--- src/rtl/pipe_pkg.sv ---
// pipe_pkg: shared widths, NOP encoding and skid-stage state enum
package pipe_pkg;
    localparam int PIPE_ADDR_W = 32;
    localparam int PIPE_INSN_W = 32;
    localparam int PIPE_DATA_W = 32;
    localparam int PIPE_CTRL_W = 22;
    localparam logic [31:0] PIPE_NOP_INSN = 32'h6800_0000;
    typedef enum logic [1:0] {
        EMPTY = 2'b00,
        ONE   = 2'b10,
        FULL  = 2'b11
    } pipe_state_e;
endpackage

--- src/rtl/pipe_payload_reg.sv ---
// pipe_payload_reg: load-enabled payload register for one skid-buffer entry
module pipe_payload_reg #(
    parameter int W = 8
) (
    input  logic         clk,
    input  logic         reset,
    input  logic         i_load,
    input  logic [W-1:0] i_d,
    output logic [W-1:0] o_q
);
    logic [W-1:0] r_q;
    // capture the beat only when told to, otherwise hold through stalls
    always_ff @(posedge clk) begin
        if (reset) r_q <= '0;
        else if (i_load) r_q <= i_d;
    end
    assign o_q = r_q;
endmodule

--- src/rtl/pipe_stage_skid_reg.sv ---
// pipe_stage_skid_reg: inter-stage register with 2-entry skid buffer, flush and loss counter
module pipe_stage_skid_reg
    import pipe_pkg::*;
#(
    parameter int ADDR_W  = PIPE_ADDR_W,
    parameter int INSN_W  = PIPE_INSN_W,
    parameter int DATA_W  = PIPE_DATA_W,
    parameter int NUM_OPS = 3,
    parameter int CTRL_W  = PIPE_CTRL_W,
    parameter logic [INSN_W-1:0] NOP_INSN = INSN_W'(PIPE_NOP_INSN),
    parameter int CNT_W   = 16,
    localparam int OPS_W  = (NUM_OPS > 0) ? NUM_OPS * DATA_W : 1
) (
    input  logic              clk,
    input  logic              reset,
    input  logic              flush,
    input  logic              in_valid,
    output logic              in_ready,
    input  logic [ADDR_W-1:0] in_PC,
    input  logic [INSN_W-1:0] in_IR,
    input  logic [OPS_W-1:0]  in_ops,
    input  logic [CTRL_W-1:0] in_ctrl,
    output logic              out_valid,
    input  logic              out_ready,
    output logic [ADDR_W-1:0] out_PC,
    output logic [INSN_W-1:0] out_IR,
    output logic [OPS_W-1:0]  out_ops,
    output logic [CTRL_W-1:0] out_ctrl,
    output logic [CNT_W-1:0]  flush_cnt
);
    localparam int OP_BITS = NUM_OPS * DATA_W;
    localparam int PL_W    = ADDR_W + INSN_W + CTRL_W + OP_BITS;

    pipe_state_e      r_state;
    logic [CNT_W-1:0] r_flush_cnt;
    logic             w_m_v, w_s_v, w_accept, w_drain, w_ld_m, w_ld_s;
    logic [PL_W-1:0]  w_in_pl, w_m_d, w_m_q, w_s_q;
    logic [1:0]       w_lost;
    logic [CNT_W+1:0] w_cnt_sum;

    assign w_m_v    = r_state[1];
    assign w_s_v    = r_state[0];
    assign in_ready = ~w_s_v;
    assign w_accept = in_valid & in_ready;
    assign w_drain  = w_m_v & out_ready;

    // M loads from input (EMPTY/ONE) or shifts up from S (FULL); a flush freezes both payloads
    assign w_ld_m = ~flush & ((r_state == FULL) ? w_drain : (w_accept & ((r_state == EMPTY) | w_drain)));
    assign w_ld_s = ~flush & (r_state == ONE) & w_accept & ~w_drain;
    assign w_m_d  = (r_state == FULL) ? w_s_q : w_in_pl;

    generate
        if (NUM_OPS > 0) begin : g_ops
            assign w_in_pl = {in_PC, in_IR, in_ctrl, in_ops};
            assign out_ops = w_m_q[OP_BITS-1:0];
        end else begin : g_no_ops
            assign w_in_pl = {in_PC, in_IR, in_ctrl};
            assign out_ops = '0;
        end
    endgenerate

    pipe_payload_reg #(.W(PL_W)) u_main (
        .clk    (clk),
        .reset  (reset),
        .i_load (w_ld_m),
        .i_d    (w_m_d),
        .o_q    (w_m_q)
    );

    pipe_payload_reg #(.W(PL_W)) u_skid (
        .clk    (clk),
        .reset  (reset),
        .i_load (w_ld_s),
        .i_d    (w_in_pl),
        .o_q    (w_s_q)
    );

    // occupancy FSM: flush empties both entries, otherwise track accept/drain
    always_ff @(posedge clk) begin
        if (reset || flush) r_state <= EMPTY;
        else begin
            unique case (r_state)
                EMPTY: if (w_accept) r_state <= ONE;
                ONE: begin
                    if (w_accept && !w_drain) r_state <= FULL;
                    else if (!w_accept && w_drain) r_state <= EMPTY;
                end
                FULL: if (w_drain) r_state <= ONE;
                default: r_state <= EMPTY;
            endcase
        end
    end

    // beats lost to a flush: held-but-not-draining entries plus any beat accepted that cycle
    assign w_lost    = 2'(w_m_v & ~w_drain) + 2'(w_s_v) + 2'(w_accept);
    assign w_cnt_sum = {2'b00, r_flush_cnt} + (CNT_W+2)'(w_lost);

    // saturating flush-loss counter, untouched by reset-time drops
    always_ff @(posedge clk) begin
        if (reset) r_flush_cnt <= '0;
        else if (flush) r_flush_cnt <= (w_cnt_sum > {2'b00, {CNT_W{1'b1}}}) ? {CNT_W{1'b1}} : w_cnt_sum[CNT_W-1:0];
    end

    assign flush_cnt = r_flush_cnt;
    assign out_valid = w_m_v;
    assign out_PC    = w_m_q[OP_BITS+CTRL_W+INSN_W +: ADDR_W];
    assign out_IR    = w_m_v ? w_m_q[OP_BITS+CTRL_W +: INSN_W] : NOP_INSN;
    assign out_ctrl  = w_m_v ? w_m_q[OP_BITS +: CTRL_W] : '0;
endmodule

--- config.mk ---
export PLATFORM = sky130hd
export DESIGN_NAME = pipe_stage_skid_reg
export DESIGN_NICKNAME = d
export VERILOG_FILES = /design/src/rtl/pipe_pkg.sv /design/src/rtl/pipe_payload_reg.sv /design/src/rtl/pipe_stage_skid_reg.sv
export SDC_FILE = /design/constraint.sdc
export NUM_CORES = 1
export LEC_CHECK = 0
export CAP_MARGIN = 20
export CORE_ASPECT_RATIO = 1.5
export CORE_MARGIN = 5
export CORE_UTILIZATION = 45
export CTS_CLUSTER_DIAMETER = 60
export DETAILED_ROUTE_END_ITERATION = 10
export DONT_BUFFER_PORTS = 1
export HOLD_SLACK_MARGIN = 0.08
export PLACE_DENSITY = 0.61
export SLEW_MARGIN = 15
export SYNTH_ARGS = -nofsm -noshare
export SYNTH_HDL_FRONTEND = slang
export SYNTH_SLANG_ARGS = --single-unit
--- constraint.sdc ---
create_clock -name clk -period 3.64 [get_ports clk]
set_input_delay 0.364 -clock clk [delete_from_list [all_inputs] [get_ports clk]]
set_output_delay 0.364 -clock clk [all_outputs]
set_load 0.01 [all_outputs]
==> metrics <==
status=finished, final reports clean; CP Data Arrival Time=slightly below 4 ns; final WL=between 40000 and 50000 um; fmax=0.292 GHz; combinational power share=0.102; initial antenna violation count=2; top_reg_cell synth=dfxtp_1; flops & latches, synth=382; CTS tree=built; initial drt markers=723; Initial Util=0.454; first-pass GRT wire length=between 70000 and 80000 um; die area=between 40000 and 50000 sq um; synthesized area=about 17000 sq um; min Tclk post-route=approximately 3.4 ns; Longest Clk Path Bufs=3; Yosys warnings=0; num rows=between 80 and 90; Hold Path Stages=2; post-synthesis async set-or-reset flop share=0; Worst IR Drop VDD=0.451 mV; Fill cells=between 3000 and 4000; R2R depth=12; worst slack, placed=0.701 ns; clock root buffer=clkbuf_16; RSZ-0062 raised after global routing=false; CP startpoint kind=flip-flop; Yosys cell types=42; Die Y=between 200 and 300 um; dpl hpwl=around 26000 um; area growth from synthesis to layout=26.7%; setup TNS=0 ns; largest fanout on the critical path=6; FF-to-FF setup slack=around 0.22 ns; Slew headroom=0.301; clock network power share=0.414; # H-tree levels=2; Initial DRT Pass Iterations=5; Leak Pwr=roughly 0.008 uW; NetSw=around 2300 uW; Crit. End Element=flip-flop; antenna-violating nets left=0; layout cell share with drive strength beyond 1=0.123; MaxCap Viol Count=0; # setup viols final=0; GRT Residual Overflow=0; Final Hold Viols=0; Syn Nets=2114; Critical R2R Launch=r_state[0]; Worst EP required=slightly above 4 ns; Reg clk slew, reported paths=approximately 0.060 ns; reg2reg end=flush_cnt[2]; Vias=approximately 14000; Via density=~5.3; DRC viols=0; Worst Min Path Start=in_ops[22]; GRT Overall Usage=0.218; sw frac=0.247; Worst Hold End=u_main.o_q[22]; sequential power share=0.484; chip width=171 um; Final period util=0.941; top-level I/O count=~390; crit path kind=reg -> reg; vias in the first global route=~15000; final std cell area, no fill=about 22000 sq um; syn_area_per_cell=9.10 sq um; DR WL/cell=approximately 19 um; Setup WS post-layout=0.216 ns; measured slew at the worst slew-check pin=1.05 ns; min-delay worst type=in -> reg; post-route clock skew=0.0176 ns; worst skew pair latency=around 0.53 ns; Gate Count Post-Synth=1919; Seq/Total Area, Yosys=0.438; Layout Nets=2313; IO Port Bufs=0; Post-synth EDFFs=0; GPL Wtd Cong=0.785; Area after DPL=16600 sq um; max-slew violation count=0; CTS sink cnt=382; Core Region=approximately 38000 sq um; internal power=around 7000 uW; largest net degree at the start of global routing=285; CTS buffer count=39; PD cells=approximately 430 nW/um^2
-- per-stage QoR --
stage | hold WS [ns] | instances | utilization | power, uW
finish | 0.107 | 2638 | 0.576 | 9430
global route | 0.0913 | 2638 | 0.576 | 9800
CTS | 0.0803 | 2634 | 0.574 | 9520
detailed placement | 0.445 | 2148 | 0.432 | 5300
global placement | 0.438 | 2148 | 0.432 | 5280
floorplan | 0.436 | 1919 | - | 5380
-- worst max-delay path by stage --
stage,cells after the start,endpoint,from,slack (ns)
6_report,12,flush_cnt[2],r_state[0],0.22
5_1_grt,12,flush_cnt[2],r_state[0],0.02
4_1_cts,11,flush_cnt[14],r_state[0],0.13
3_5_place_dp,10,flush_cnt[14],r_state[0],0.70
3_3_place_gp,10,flush_cnt[12],r_state[0],0.73
2_1_floorplan,11,flush_cnt[14],r_state[1],0.81
-- power by group through the flow --
stage                     clock [uW]  sequential [uW]  combinational (uW)
after floorplan                    0             4540                 844
after global placement             0             4650                 623
after detailed placement           0             4660                 646
after CTS                       3990             4570                 958
after global routing            4160             4580                1060
final                           3900             4570                 965
-- cells in the final DEF (no fill, tap or decap), types with 2 or more instances in the layout --
| cell type | netlist | final |
|---|---|---|
| a211oi_1 | 7 | 7 |
| a211oi_2 | 178 | 178 |
| a21oi_1 | 186 | 186 |
| a31oi_1 | 6 | 6 |
| and2_1 | 53 | 53 |
| and3_1 | 3 | 3 |
| and4_1 | 4 | 4 |
| buf_12 | 0 | 7 |
| buf_16 | 0 | 2 |
| buf_4 | 152 | 10 |
| clkbuf_1 | 73 | 11 |
| clkbuf_16 | 0 | 41 |
| clkbuf_8 | 0 | 5 |
| clkinv_2 | 0 | 5 |
| dfxtp_1 | 382 | 380 |
| dfxtp_2 | 0 | 2 |
| dlygate4sd3_1 | 0 | 420 |
| fa_1 | 2 | 2 |
| ha_1 | 6 | 5 |
| inv_1 | 8 | 7 |
| inv_8 | 0 | 2 |
| mux2i_1 | 185 | 185 |
| nand2_1 | 374 | 374 |
| nand2b_1 | 7 | 6 |
| nand3b_1 | 2 | 2 |
| nand4_1 | 3 | 3 |
| nor2_1 | 195 | 195 |
| nor3_1 | 13 | 12 |
| nor3_2 | 1 | 2 |
| nor4_1 | 3 | 2 |
| o21ai_0 | 3 | 3 |
-- what timing repair did --
action                                  4_1_cts  5_1_grt
endpoints found under the setup margin        0        5
gates resized for setup                       0        4
buffers inserted                              0        2
hold buffers                                421        0
endpoints found under the hold margin       382        0
-- metal layers --
metal | track usage | wire (um) | vias to the layer above | part of all wire
met5 | 0 | 0 | - | 0
met4 | 0.0926 | 2280 | 0 | 0.046
met3 | 0.0681 | 4190 | 137 | 0.085
met2 | 0.385 | 24600 | 451 | 0.50
met1 | 0.238 | 18000 | 6745 | 0.37
li1 | - | - | 6777 | -
-- cells by family after synthesis --
logic type / Yosys count / share of synthesized area
flip-flops: 382 / 0.438
multiplexers: 185 / 0.106
adder cells (fa/ha/maj): 8 / 0.00659
AO/OA/AOI/OAI: 388 / 0.191
AND/OR/NAND/NOR: 667 / 0.159
buffers and inverters: 289 / 0.0987
-- final cells by class --
class / count / area (sq um) / area share
antenna: 1 / 2.50 / 0.000113
clock buffer: 57 / 1140 / 0.0514
clock inverter: 8 / 77.6 / 0.00351
inverter: 8 / 30.0 / 0.00136
multi-input combinational: 1248 / 8130 / 0.367
sequential: 382 / 7650 / 0.346
tap: 495 / 619 / 0.0280
timing repair buffer: 439 / 4470 / 0.202
-- flip-flops by register name (all words and copies together), names as in the netlist --
register    flops
u_skid.o_q    182
r_state         2
flush_cnt      16
u_main.o_q    182
-- synthesized netlist by cell type (7+ instances only) --
cell | number | area, sq um
a211oi_2 | 178 | 2230
and2_1 | 53 | 332
inv_1 | 8 | 30.0
nor2_1 | 195 | 732
buf_2 | 54 | 270
nand2b_1 | 7 | 43.8
nand2_1 | 374 | 1400
a211oi_1 | 7 | 52.6
nor3_1 | 13 | 65.1
dfxtp_1 | 382 | 7650
a21oi_1 | 186 | 931
mux2i_1 | 185 | 1850
buf_4 | 152 | 1140
clkbuf_1 | 73 | 274
-- worst max-delay path: stages, from the launching register on --
cell,delay (ns)
dfxtp_2,0.36
nand2b_2,0.24
fa_1,0.46
inv_1,0.07
ha_1,0.16
inv_1,0.06
fa_1,0.44
nand3b_1,0.25
nor4_4,0.33
buf_4,0.19
nor2_1,0.05
nor3_1,0.19
dlygate4sd3_1,0.57
Note: power is estimated with default switching activity, not from simulation.
==> variant 1: new RTL, config.mk and constraints unchanged <==
`PIPE_CTRL_W`: 22 -> 44.
--- a/src/rtl/pipe_pkg.sv
+++ b/src/rtl/pipe_pkg.sv
@@ -4,5 +4,5 @@
     localparam int PIPE_INSN_W = 32;
     localparam int PIPE_DATA_W = 32;
-    localparam int PIPE_CTRL_W = 22;
+    localparam int PIPE_CTRL_W = 44;
     localparam logic [31:0] PIPE_NOP_INSN = 32'h6800_0000;
     typedef enum logic [1:0] {
Interface: changed (resized in_ctrl and out_ctrl); port bits go from 387 to 431. No check against the original RTL was run, so the function may have changed too.
==> variant 1 against the unedited design <==
  * Synthesized area rose by 6.0%
  * Setup slack worse by 0.080 ns
  * Final area is 5.5% higher
  * Final cell count is 8.5% higher
  * Routed wire length increased by 7.2%
  * Sequential cell count up 44
  * Sequential power grew 11%
  * Synthesized cell count rose by 11%
  * Critical path depth fell by 4
  * Total power grew 12%
  * Largest power group unchanged
==> variant 1: results (changes against the unedited design) <==
Clock network
  – TritonCTS buffer count: 42 (+7.7%)
  – Clock latency on the worst-skew pair: 0.55 ns (+0.02 ns)
  – H-Tree Depth: 2 (unchanged)

Timing
  – Post-Route Skew: 0.0135 ns (-0.00417 ns)
  – Worst slew pin tran: 1.23 ns (+0.180 ns)
  – Final worst path period share: 96.3% (+2.2 points)

Yosys
  – Compound-Gate Fraction of Synth Area: 15.5% (-3.6 points)
  – Synth cell count leaders: 426 x dfxtp_1, 415 x nand2_1, 215 x nor2_1, 210 x a21oi_1, 206 x mux2i_1
  – Seq/Total Area, Yosys: 46.1% (+2.3 points)
  – Syn Area/Cell: 8.70 um2 (-4.4%)
  – Area contributors post-synth: dfxtp_1 46%, mux2i_1 11%, nand2_1 8.4%
  – Syn Nets: 2344 (+11%)
  – Cell variety after synth: 39 (-7.1%)

Global route
  – Largest net degree at the start of global routing: 250 (-12%)
  – Initial antenna violation count: 7 (+5)
  – GRT Overall Usage: 22.0% (+0.26 points)
  – Vias in the first global route: 15220 (+4.2%)

Place
  – RePlAce Congestion: 0.808 (+2.9%)
  – Placed Area: 17600 um2 (+5.8%)
  – Setup WS pre-CTS: 0.480 ns (-0.222 ns)
  – Dpl cells: 2354 (+9.6%)
  – DP Wirelength: 28.9 mm (+11%)

Critical path
  – Worst-path maximum fanout: 204 (+198)
  – R2R setup slack: 0.14 ns (-0.08 ns)
  – R2R cell count: 8 (-4)
  – WP data arrival: 3.93 ns (+0.03 ns)

Power and ir drop
  – Leakage dissipation: 0.00842 uW (+5.3%)
  – Peak supply drop: 0.390 mV (-14%)

Route
  – Initial DRC count: 858 (+19%)
  – Via-per-instance ratio: 5.35 (about the same)
  – Total wire length: 52.6 mm (+7.2%)

Status
  – Status: complete, no violations

Hold path
  – Hold Crit Class: input pin to flop

Layout
  – Ratio of cells with drive above 1 in the final layout: 4.99% (-7.3 points)
==> variant 1: where the power goes <==
| group | total (uW) | switching (uW) | internal [uW] | leakage, uW |
|---|---|---|---|---|
| Clock | 4530 | 1910 | 2610 | 0.000694 |
| Sequential | 5080 | 204 | 4880 | 0.00347 |
| Combinational | 955 | 481 | 473 | 0.00426 |
==> variant 1: cell type report <==
cell class / count / area (um2)
Fill cell: 3524 / 17500
Sequential cell: 426 / 8530
Multi-Input combinational cell: 1394 / 8180
Timing Repair Buffer: 441 / 4510
Clock buffer: 55 / 1190
Tap cell: 511 / 639
Clock inverter: 21 / 239
Inverter: 8 / 30.0
Antenna cell: 7 / 17.5
==> variant 1: worst min-delay path by stage <==
stage	to	startpoint	slack (ns)
2_1_floorplan	u_skid.o_q[0]	u_skid.o_q[0]	0.44
3_3_place_gp	u_skid.o_q[185]	u_skid.o_q[185]	0.44
3_5_place_dp	u_skid.o_q[18]	u_skid.o_q[18]	0.44
4_1_cts	u_main.o_q[188]	in_PC[16]	0.08
5_1_grt	u_main.o_q[188]	in_PC[16]	0.09
6_report	u_main.o_q[188]	in_PC[16]	0.10
==> variant 1: worst max-delay path, cell delays in order (launching register included) <==
cell           delay [ns]
dfxtp_2              0.48
buf_6                0.46
ha_1                 0.27
nand3b_1             0.21
or3_4                0.40
buf_12               0.26
nand2_1              0.26
a21oi_1              0.11
dlygate4sd3_1        0.57
==> variant 1: metal layers <==
layer | part of all wire, % | vias to the layer above | global-route usage, %
met3 | 7.2 | 148 | 6.20
met4 | 4.9 | 4 | 10.2
met2 | 50 | 487 | 38.2
li1 | - | 7497 | -
met1 | 38 | 7171 | 25.0
met5 | 0.040 | - | 0
==> variant 2: new RTL, same settings <==
Made on the original files. Reset style: asynchronous (`reset`), changed in 2 clocked blocks.
--- a/src/rtl/pipe_payload_reg.sv
+++ b/src/rtl/pipe_payload_reg.sv
@@ -11,5 +11,5 @@
     logic [W-1:0] r_q;
     // capture the beat only when told to, otherwise hold through stalls
-    always_ff @(posedge clk) begin
+    always_ff @(posedge clk or posedge reset) begin
         if (reset) r_q <= '0;
         else if (i_load) r_q <= i_d;
--- a/src/rtl/pipe_stage_skid_reg.sv
+++ b/src/rtl/pipe_stage_skid_reg.sv
@@ -97,5 +97,5 @@
 
     // saturating flush-loss counter, untouched by reset-time drops
-    always_ff @(posedge clk) begin
+    always_ff @(posedge clk or posedge reset) begin
         if (reset) r_flush_cnt <= '0;
         else if (flush) r_flush_cnt <= (w_cnt_sum > {2'b00, {CNT_W{1'b1}}}) ? {CNT_W{1'b1}} : w_cnt_sum[CNT_W-1:0];
Behaviour: differs if reset is asserted again (counterexample within 4 cycles, from zero or initial values and one cycle with reset high); with reset held inactive, the same outputs for 4 cycles.
==> variant 2 against the unedited design <==
  * Total power grew 25%
  * Sequential share of layout area grew 13 points
  * Worst hold slack lost 0.0013 ns
  * Synthesized area grew 0.29%
  * Clock power is essentially flat
  * Setup slack gained 0.50 ns
  * Final area shrank 9.4%
  * Count of clock-buffer cells in the layout shrank 1
  * Routed wire length shrank 19%
  * Combinational power grew 75%
  * Final cell count shrank 23%
  * Sequential cell count is the same
  * Critical path depth shrank 2
  * Global-route usage shrank 3.8 points
  * Critical endpoint is now flush_cnt[10]
==> variant 2: results (changes against the unedited design) <==
Timing
  – Post-Route Skew: 0.0136 ns (-0.00401 ns)
  – Hold WS: 0.106 ns (-0.00126 ns)
  – Minimum clock period: 2.93 ns (-0.495 ns)
  – Worst slew pin tran: 0.821 ns (-0.227 ns)

Layout
  – Clk cell area share: 6.23% (+0.74 points)
  – Nets@finish: 1709 (-26%)
  – Clock buffers: 56 (-1.8%)
  – Signal buf overhead: 10.6% (-9.6 points)
  – Seq area share: 47.6% (+13 points)
  – Multi-input gate area: 6460 um2 (-21%)
  – #MultiIn Comb: 877 (-30%)
  – Fillers: 3270 (+2.3%)
  – Invs w/o clock: 9 (+1)
  – ANT cells: 3 (+2)
  – Signal buffers: 205 (-53%)
  – Ratio of cells with drive above 1 in the final layout: 17.5% (+5.2 points)

Route
  – Initial DRC count: 592 (-18%)
  – Met3 Routed Length: 3.39 mm (-19%)
  – Total wire length: 39.9 mm (-19%)
  – Via count: 10672 (-24%)
  – Met2 WL: 19.6 mm (-20%)
  – Via-per-instance ratio: 5.23 (-2.1%)
  – Met1 Wirelength: 15.6 mm (-14%)
  – Drt first pass iters: 4 (-1)

Global route
  – First-pass GRT wire length: 62.7 mm (-19%)
  – Vias in the first global route: 11230 (-23%)
  – Largest net degree at the start of global routing: 131 (-54%)
  – Met2 Use GR: 29.7% (-8.8 points)
  – GRT Overall Usage: 17.9% (-3.8 points)
  – Met3 usage: 5.67% (-1.1 points)
  – Met1 GRT Util: 22.0% (-1.9 points)
  – Initial antenna violation count: 3 (+1)

Critical path
  – WP data arrival: 3.33 ns (-0.57 ns)
  – R2R setup slack: 0.71 ns (+0.50 ns)
  – Cell with the largest stage delay on the worst path: fa_1
  – Slowest stage delay, CP: 0.46 ns (-0.11 ns)
  – Crit path max-delay family: adder cells

Place
  – Placed Area: 17000 um2 (+2.0%)
  – Dpl cells: 1784 (-17%)
  – I/O Buffers: 0 (unchanged)
  – Setup WS pre-CTS: 0.728 ns (+0.0270 ns)
  – DP Wirelength: 26.0 mm (about the same)
  – RePlAce Congestion: 0.803 (+2.2%)

Power and ir drop
  – Power Dens Cells: 587 nW/um2 (+38%)
  – Flop pwr share: 52.4% (+4.0 points)
  – Combinational gate power: 1690 uW (+75%)
  – Power Internal: 8590 uW (+21%)
  – Peak supply drop: 0.394 mV (-13%)
  – Sw Pwr: 3190 uW (+37%)
  – Leakage dissipation: 0.00804 uW (+0.43%)

Yosys
  – Cell variety after synth: 33 (-21%)
  – Async S/R FF share, synth: 99.5% (+99 points)
  – Syn Area/Cell: 11.8 um2 (+30%)
  – Synth cell count leaders: 380 x dfrtp_1, 193 x nor2_1, 188 x a21oi_1, 184 x mux2i_1, 183 x mux2_2
  – Seq/Total Area, Yosys: 54.5% (+11 points)
  – Area contributors post-synth: dfrtp_1 54%, mux2_2 12%, mux2i_1 11%

Status
  – Status: complete, no violations

Clock network
  – Cts repair resizes: 0 (unchanged)
  – Clock latency on the worst-skew pair: 0.53 ns (about the same)
-- variant 2: cells by family after synthesis --
| family | share of synthesized area [%] |
|---|---|
| flip-flops | 54.5 |
| multiplexers | 22.3 |
| AND/OR/NAND/NOR | 7.61 |
| buffers and inverters | 8.72 |
| AO/OA/AOI/OAI | 5.77 |
| XOR/XNOR | 0.400 |
| adder cells (fa/ha/maj) | 0.658 |
-- variant 2: worst paths after layout --
check,to,cells after the start,startpoint
setup reg to reg,flush_cnt[10],10,r_state[0]
max in group asynchronous,u_main.o_q[175],4,reset
hold / removal,u_main.o_q[2],2,in_ops[2]
setup / recovery,flush_cnt[10],10,r_state[0]
hold reg to reg,u_skid.o_q[2],1,u_skid.o_q[2]
min in group asynchronous,flush_cnt[1],2,reset
-- variant 2: what timing repair did --
item	in CTS	in global routing
hold endpoints to repair	382	0
setup endpoints to repair	0	0
hold buffers	184	0
